===== config.mk =====
export PLATFORM = sky130hd
export DESIGN_NAME = btn_step_gen_flat
export DESIGN_NICKNAME = d
export VERILOG_FILES = /design/src/rtl/btn_step_gen_if.sv /design/src/rtl/btn_step_gen.sv /design/src/flat_wrapper.sv
export SDC_FILE = /design/constraint.sdc
export NUM_CORES = 1
export LEC_CHECK = 0
export BUFFER_PORTS_ARGS = -buffer_cell sky130_fd_sc_hd__buf_2
export CAP_MARGIN = 20
export CORE_ASPECT_RATIO = 0.8
export CORE_MARGIN = 8
export CORE_UTILIZATION = 54
export DETAILED_ROUTE_END_ITERATION = 10
export MAX_ROUTING_LAYER = met4
export PLACE_DENSITY_LB_ADDON = 0.1
export SLEW_MARGIN = 20
export SYNTH_ARGS = -nofsm -noshare
export SYNTH_HDL_FRONTEND = slang
export SYNTH_SLANG_ARGS = --single-unit

===== constraint.sdc =====
create_clock -name clk -period 1.8 [get_ports clk]
set_input_delay 0.09 -clock clk [delete_from_list [all_inputs] [get_ports clk]]
set_output_delay 0.09 -clock clk [all_outputs]
set_load 0.01 [all_outputs]

===== src/rtl/btn_step_gen_if.sv =====
// Button/step bundle between the raw-button front end and the up/down counter.
// The slave side is the conditioning block; the master side drives raw buttons.
interface btn_step_gen_if;
  logic btn_up_raw;
  logic btn_dn_raw;
  logic up;
  logic step;
  logic busy;

  modport master (
    output btn_up_raw,
    output btn_dn_raw,
    input  up,
    input  step,
    input  busy
  );

  modport slave (
    input  btn_up_raw,
    input  btn_dn_raw,
    output up,
    output step,
    output busy
  );
endinterface


===== src/rtl/btn_step_gen.sv =====
// Push-button conditioner: 2-FF sync, debounce, press pulse, auto-repeat and
// two-button lockout, producing a direction and a one-cycle step strobe.
module btn_step_gen #(
  parameter int unsigned DB_CYCLES    = 4,
  parameter int unsigned REPEAT_DELAY = 16,
  parameter int unsigned REPEAT_RATE  = 8,
  parameter int unsigned CW           = 8
) (
  input  logic            clk,
  input  logic            reset,
  btn_step_gen_if.slave   bus
);

  localparam logic [CW-1:0] DB_LAST    = CW'(DB_CYCLES - 1);
  localparam logic [CW-1:0] DELAY_LAST = CW'(REPEAT_DELAY - 1);
  localparam logic [CW-1:0] RATE_LAST  = CW'(REPEAT_RATE - 1);
  localparam logic [CW-1:0] CNT_ONE    = CW'(1);

  typedef enum logic [1:0] {
    IDLE    = 2'd0,
    HOLD_UP = 2'd1,
    HOLD_DN = 2'd2,
    LOCK    = 2'd3
  } state_t;

  logic [1:0]    up_sync_q;
  logic [1:0]    dn_sync_q;
  logic          deb_up_q;
  logic          deb_up_d;
  logic          deb_dn_q;
  logic          deb_dn_d;
  logic [CW-1:0] up_db_cnt_q;
  logic [CW-1:0] up_db_cnt_d;
  logic [CW-1:0] dn_db_cnt_q;
  logic [CW-1:0] dn_db_cnt_d;

  state_t        state_q;
  logic [CW-1:0] rpt_cnt_q;
  logic          rpt_first_q;
  logic          step_q;
  logic          up_q;
  logic          busy_q;

  // Returns {next debounced level, next counter}; level only moves after
  // DB_CYCLES consecutive mismatching samples.
  function automatic logic [CW:0] db_next(input logic          sync_lvl,
                                          input logic          deb_lvl,
                                          input logic [CW-1:0] cnt);
    logic [CW:0] nxt;
    if (sync_lvl == deb_lvl) begin
      nxt = {deb_lvl, {CW{1'b0}}};
    end else if (cnt == DB_LAST) begin
      nxt = {sync_lvl, {CW{1'b0}}};
    end else begin
      nxt = {deb_lvl, cnt + CNT_ONE};
    end
    return nxt;
  endfunction

  // Two-stage synchronizers for both raw buttons.
  always_ff @(posedge clk) begin
    if (reset) begin
      up_sync_q <= 2'b00;
      dn_sync_q <= 2'b00;
    end else begin
      up_sync_q <= {up_sync_q[0], bus.btn_up_raw};
      dn_sync_q <= {dn_sync_q[0], bus.btn_dn_raw};
    end
  end

  // Debounce next-state for both buttons.
  always_comb begin
    {deb_up_d, up_db_cnt_d} = db_next(up_sync_q[1], deb_up_q, up_db_cnt_q);
    {deb_dn_d, dn_db_cnt_d} = db_next(dn_sync_q[1], deb_dn_q, dn_db_cnt_q);
  end

  // Debounced levels and their stability counters.
  always_ff @(posedge clk) begin
    if (reset) begin
      deb_up_q    <= 1'b0;
      deb_dn_q    <= 1'b0;
      up_db_cnt_q <= {CW{1'b0}};
      dn_db_cnt_q <= {CW{1'b0}};
    end else begin
      deb_up_q    <= deb_up_d;
      deb_dn_q    <= deb_dn_d;
      up_db_cnt_q <= up_db_cnt_d;
      dn_db_cnt_q <= dn_db_cnt_d;
    end
  end

  // Step FSM with registered outputs; the repeat counter measures the delay
  // to the first repeat, then the shorter period between later repeats.
  always_ff @(posedge clk) begin
    if (reset) begin
      state_q     <= IDLE;
      rpt_cnt_q   <= {CW{1'b0}};
      rpt_first_q <= 1'b0;
      step_q      <= 1'b0;
      up_q        <= 1'b0;
      busy_q      <= 1'b0;
    end else begin
      step_q <= 1'b0;
      busy_q <= deb_up_q | deb_dn_q;
      case (state_q)
        IDLE: begin
          if (deb_up_q && deb_dn_q) begin
            state_q <= LOCK;
          end else if (deb_up_q) begin
            step_q      <= 1'b1;
            up_q        <= 1'b1;
            rpt_cnt_q   <= {CW{1'b0}};
            rpt_first_q <= 1'b1;
            state_q     <= HOLD_UP;
          end else if (deb_dn_q) begin
            step_q      <= 1'b1;
            up_q        <= 1'b0;
            rpt_cnt_q   <= {CW{1'b0}};
            rpt_first_q <= 1'b1;
            state_q     <= HOLD_DN;
          end else begin
            state_q <= IDLE;
          end
        end
        HOLD_UP, HOLD_DN: begin
          if ((state_q == HOLD_UP) ? !deb_up_q : !deb_dn_q) begin
            state_q <= IDLE;
          end else if ((state_q == HOLD_UP) ? deb_dn_q : deb_up_q) begin
            state_q <= LOCK;
          end else if (rpt_cnt_q == (rpt_first_q ? DELAY_LAST : RATE_LAST)) begin
            step_q      <= 1'b1;
            rpt_cnt_q   <= {CW{1'b0}};
            rpt_first_q <= 1'b0;
          end else begin
            rpt_cnt_q <= rpt_cnt_q + CNT_ONE;
          end
        end
        LOCK: begin
          if (!deb_up_q && !deb_dn_q) begin
            state_q <= IDLE;
          end else begin
            state_q <= LOCK;
          end
        end
        default: begin
          state_q <= IDLE;
        end
      endcase
    end
  end

  assign bus.step = step_q;
  assign bus.up   = up_q;
  assign bus.busy = busy_q;

endmodule


===== src/flat_wrapper.sv =====
// flat-port wrapper written by rule: the top's interface ports become plain ports
module btn_step_gen_flat 
#(
  parameter int unsigned DB_CYCLES    = 4,
  parameter int unsigned REPEAT_DELAY = 16,
  parameter int unsigned REPEAT_RATE  = 8,
  parameter int unsigned CW           = 8
)
  (clk, reset, bus_btn_up_raw, bus_btn_dn_raw, bus_up, bus_step, bus_busy);
  btn_step_gen_if bus_i ();
  input  logic clk;
  input  logic reset;
  input wire logic [$bits(bus_i.btn_up_raw)-1:0] bus_btn_up_raw;
  input wire logic [$bits(bus_i.btn_dn_raw)-1:0] bus_btn_dn_raw;
  output wire logic [$bits(bus_i.up)-1:0] bus_up;
  output wire logic [$bits(bus_i.step)-1:0] bus_step;
  output wire logic [$bits(bus_i.busy)-1:0] bus_busy;
  assign bus_i.btn_up_raw = bus_btn_up_raw;
  assign bus_i.btn_dn_raw = bus_btn_dn_raw;
  assign bus_up = bus_i.up;
  assign bus_step = bus_i.step;
  assign bus_busy = bus_i.busy;
  btn_step_gen #(.DB_CYCLES(DB_CYCLES), .REPEAT_DELAY(REPEAT_DELAY), .REPEAT_RATE(REPEAT_RATE), .CW(CW)) u_core (.clk(clk), .reset(reset), .bus(bus_i));
endmodule

==> impl_metrics.csv <==
group,metric,value,unit
floorplanning,row_count,18,
global_routing,grt_pass1_vias,1357,
timing,finalSetupViolCount,1,
detailed_routing,finalWirelength,3510,um
yosys,syn-mean-instance-area,9.02,um2
place,dp_hpwl,2450,um
timing,fin_skew,0.00566,ns
power,peakVddDrop,0.424,mV
timing,setup_slack,-0.0102,ns
setup_path,worstSetupPathType,"register to register",
detailed_routing,drt-pass1-iter-count,4,
timing,finalSetupTns,-0.0102,ns
floorplanning,dieArea,0.00513,mm2
final_layout,drive_gt1_share,21.7,%
place,dp_slack,-0.0626,ns
yosys,synth_warnings,0,
yosys,syn_area,0.00167,mm2
global_routing,grt_first_pass_wirelength,5940,um
timing,rsz0062_at_grt,"yes",
yosys,synth-seq-area-share,43.2,%
yosys,synthCells,185,
detailed_routing,vias_per_cell,5.64,
floorplanning,core_area,0.00302,mm2
cts,cts_sinks,36,
detailed_routing,wl_per_cell,13.9,um
floorplanning,die_h,65.7,um
timing,min_period,1.81,ns
timing,drv_slew,0,
yosys,synth.most_common_cell,"dfxtp_1",
worst_hold_path,min_path_type,"input port to register",
global_routing,grtUsageTotal,15.0,%
cts,clockBufferDepth,2,
timing,maxSlewHeadroom,72.2,%
yosys,synth_top_area_cell,"dfxtp_1",
yosys,synth_common_cells,"dfxtp_1 (36), nand3_1 (21), nor2_1 (21)",
cts,cts_tree,"yes",
timing,whs,0.00750,ns
detailed_routing,antenna_left,0,
cts,cts_buffers,5,
cts,clk_latency,0.29,ns
floorplanning,die_x,78.1,um
global_routing,antenna_found_initial,0,
yosys,yosys.area.top_type_share,43.2,%
yosys,ys_types,33,
cts,ctsHtreeMaxLevel,2,
cts,ctsRootBufferMaster,"clkbuf_8",
setup_path,cp-start-kind,"register",
detailed_routing,initialDrtViolationCount,85,
run_status,status,"finished with violations",
timing,fin_crit_sh,101,%
yosys,ys_ff_latch,36,
final_layout,fin_nets,225,
floorplanning,start_util,55.3,%
floorplanning,ios,7,
timing,fmax,0.552,GHz
timing,finalHoldViolCount,0,
yosys,synth.area.top_cells,"dfxtp_1 (43%), ha_1 (7.5%), nand3_1 (6.3%), xor2_1 (5.3%), nor2_1 (4.7%)",
final_layout,synthToLayoutAreaGrowth,21.1,%
yosys,async_flop_share,0,%
job,maxCapViolCount,0,
yosys,synth-edff-count,0,
global_routing,grt_max_degree,19,
run_status,violations,"negative setup slack",
cts,clk_pin_slew,0.07,ns
power,p_leak,0.771,nW
setup_path,crit_required,2.04,ns
detailed_routing,drcViolationCount,0,
setup_path,end_kind,"register",
yosys,synth.net_count,199,
yosys,synth_ff_type,"dfxtp_1",
place,port_buffers,6,
setup_path,crit_arrival,2.05,ns
global_routing,overflow,0,
timing,worst_pin_slew,0.411,ns
power,powerDensity,761,mW/mm2
place,gp_congestion,0.825,
setup_path,cp_max_fo,5,
final_layout,num_antenna_cells,0,
detailed_routing,vias,1422,
## path summary, 6_finish.rpt
check / start / to / slack, ns / cells past startpoint
setup reg to reg: u_core.state_q[1] / u_core.rpt_cnt_q[6] / -0.01 / 6
hold reg to reg: u_core.dn_sync_q[0] / u_core.dn_sync_q[1] / 0.44 / 1
setup / recovery: u_core.state_q[1] / u_core.rpt_cnt_q[6] / -0.01 / 6
hold / removal: bus_btn_up_raw / u_core.up_sync_q[0] / 0.007 / 2
## sequential cells by signal (all words and copies together) (netlist names), 2 cells and up
name	cells
u_core.dn_db_cnt_q	8
u_core.rpt_cnt_q	8
u_core.up_db_cnt_q	8
u_core.dn_sync_q	2
u_core.state_q	2
u_core.up_sync_q	2
## power breakdown
group | switching [mW] | total, mW | internal (mW)
Combinational | 0.0144 | 0.0240 | 0.00953
Sequential | 0.00325 | 0.805 | 0.801
Clock | 0.299 | 0.708 | 0.409
Total | 0.316 | 1.54 | 1.22
## critical path, cell delays in order, from the launching register on
cell and delay (ns):
dfxtp_2 0.34, inv_2 0.05, ha_4 0.15, or3b_4 0.40
and3_4 0.21, or4_1 0.48, a21oi_2 0.12
## per-stage QoR
stage / total power, mW / cell area, um2 / std cells / utilization, %
floorplan: 0.838 / 1690 / 185 / -
global placement: 0.844 / 1840 / 240 / 61.0
detailed placement: 0.845 / 1840 / 240 / 61.0
CTS: 1.56 / 1990 / 252 / 66.1
global route: 1.60 / 2020 / 252 / 66.9
finish: 1.54 / 2020 / 252 / 66.9
## repair_timing
action                                  4_1_cts  5_1_grt
endpoints found under the setup margin        6        7
endpoints found under the hold margin         1        0
hold buffers                                  1        0
pin swaps                                    10        1
gates cloned                                  1        0
buffers inserted                              2        0
resized for setup                             3        7
## per-layer routing
layer / wire, um / track usage (%) / part of all wire, % / vias up
li1: - / - / - / 715
met1: 1690 / 17.4 / 48 / 666
met2: 1580 / 22.8 / 45 / 31
met3: 123 / 3.68 / 3.5 / 10
met4: 108 / 9.91 / 3.1 / 0
met5: 0 / - / 0 / -
## layout make-up
cell class / count / area, um2
clock buffers: 5 / 68.8
well taps: 40 / 50.0
fillers: 254 / 998
repair buffers: 23 / 164
inverters: 6 / 22.5
multi-input cells: 139 / 947
flip-flops and latches: 36 / 724
clock inverters: 3 / 42.5
## kinds of logic (layout without fill, tap and decap cells)
| family | count (synthesis) | after routing | synth area share, % |
|---|---|---|---|
| and+or+nand+nor | 80 | 81 | 25.3 |
| DFF | 36 | 36 | 43.2 |
| muxes | 1 | 1 | 0.600 |
| adders and majority gates | 10 | 10 | 7.50 |
| AOI/OAI and AO/OA | 32 | 32 | 12.4 |
| xor gates and xnor gates | 15 | 15 | 7.88 |
| buffers and inverters | 11 | 37 | 3.15 |
## cells in the final DEF (no fill, tap or decap), types with 4 or more instances in the layout
cell and n:
nor2b_1 4, clkbuf_8 5, nand2_1 10, o21ai_0 5
buf_4 15, and3_1 8, dfxtp_1 33, o31ai_1 6
ha_1 9, a21oi_1 9, or4_1 6, buf_2 6
xnor2_1 5, inv_1 5, xor2_1 10, nand3_1 21
nor2_1 21
(Power assumes the default switching activity.)
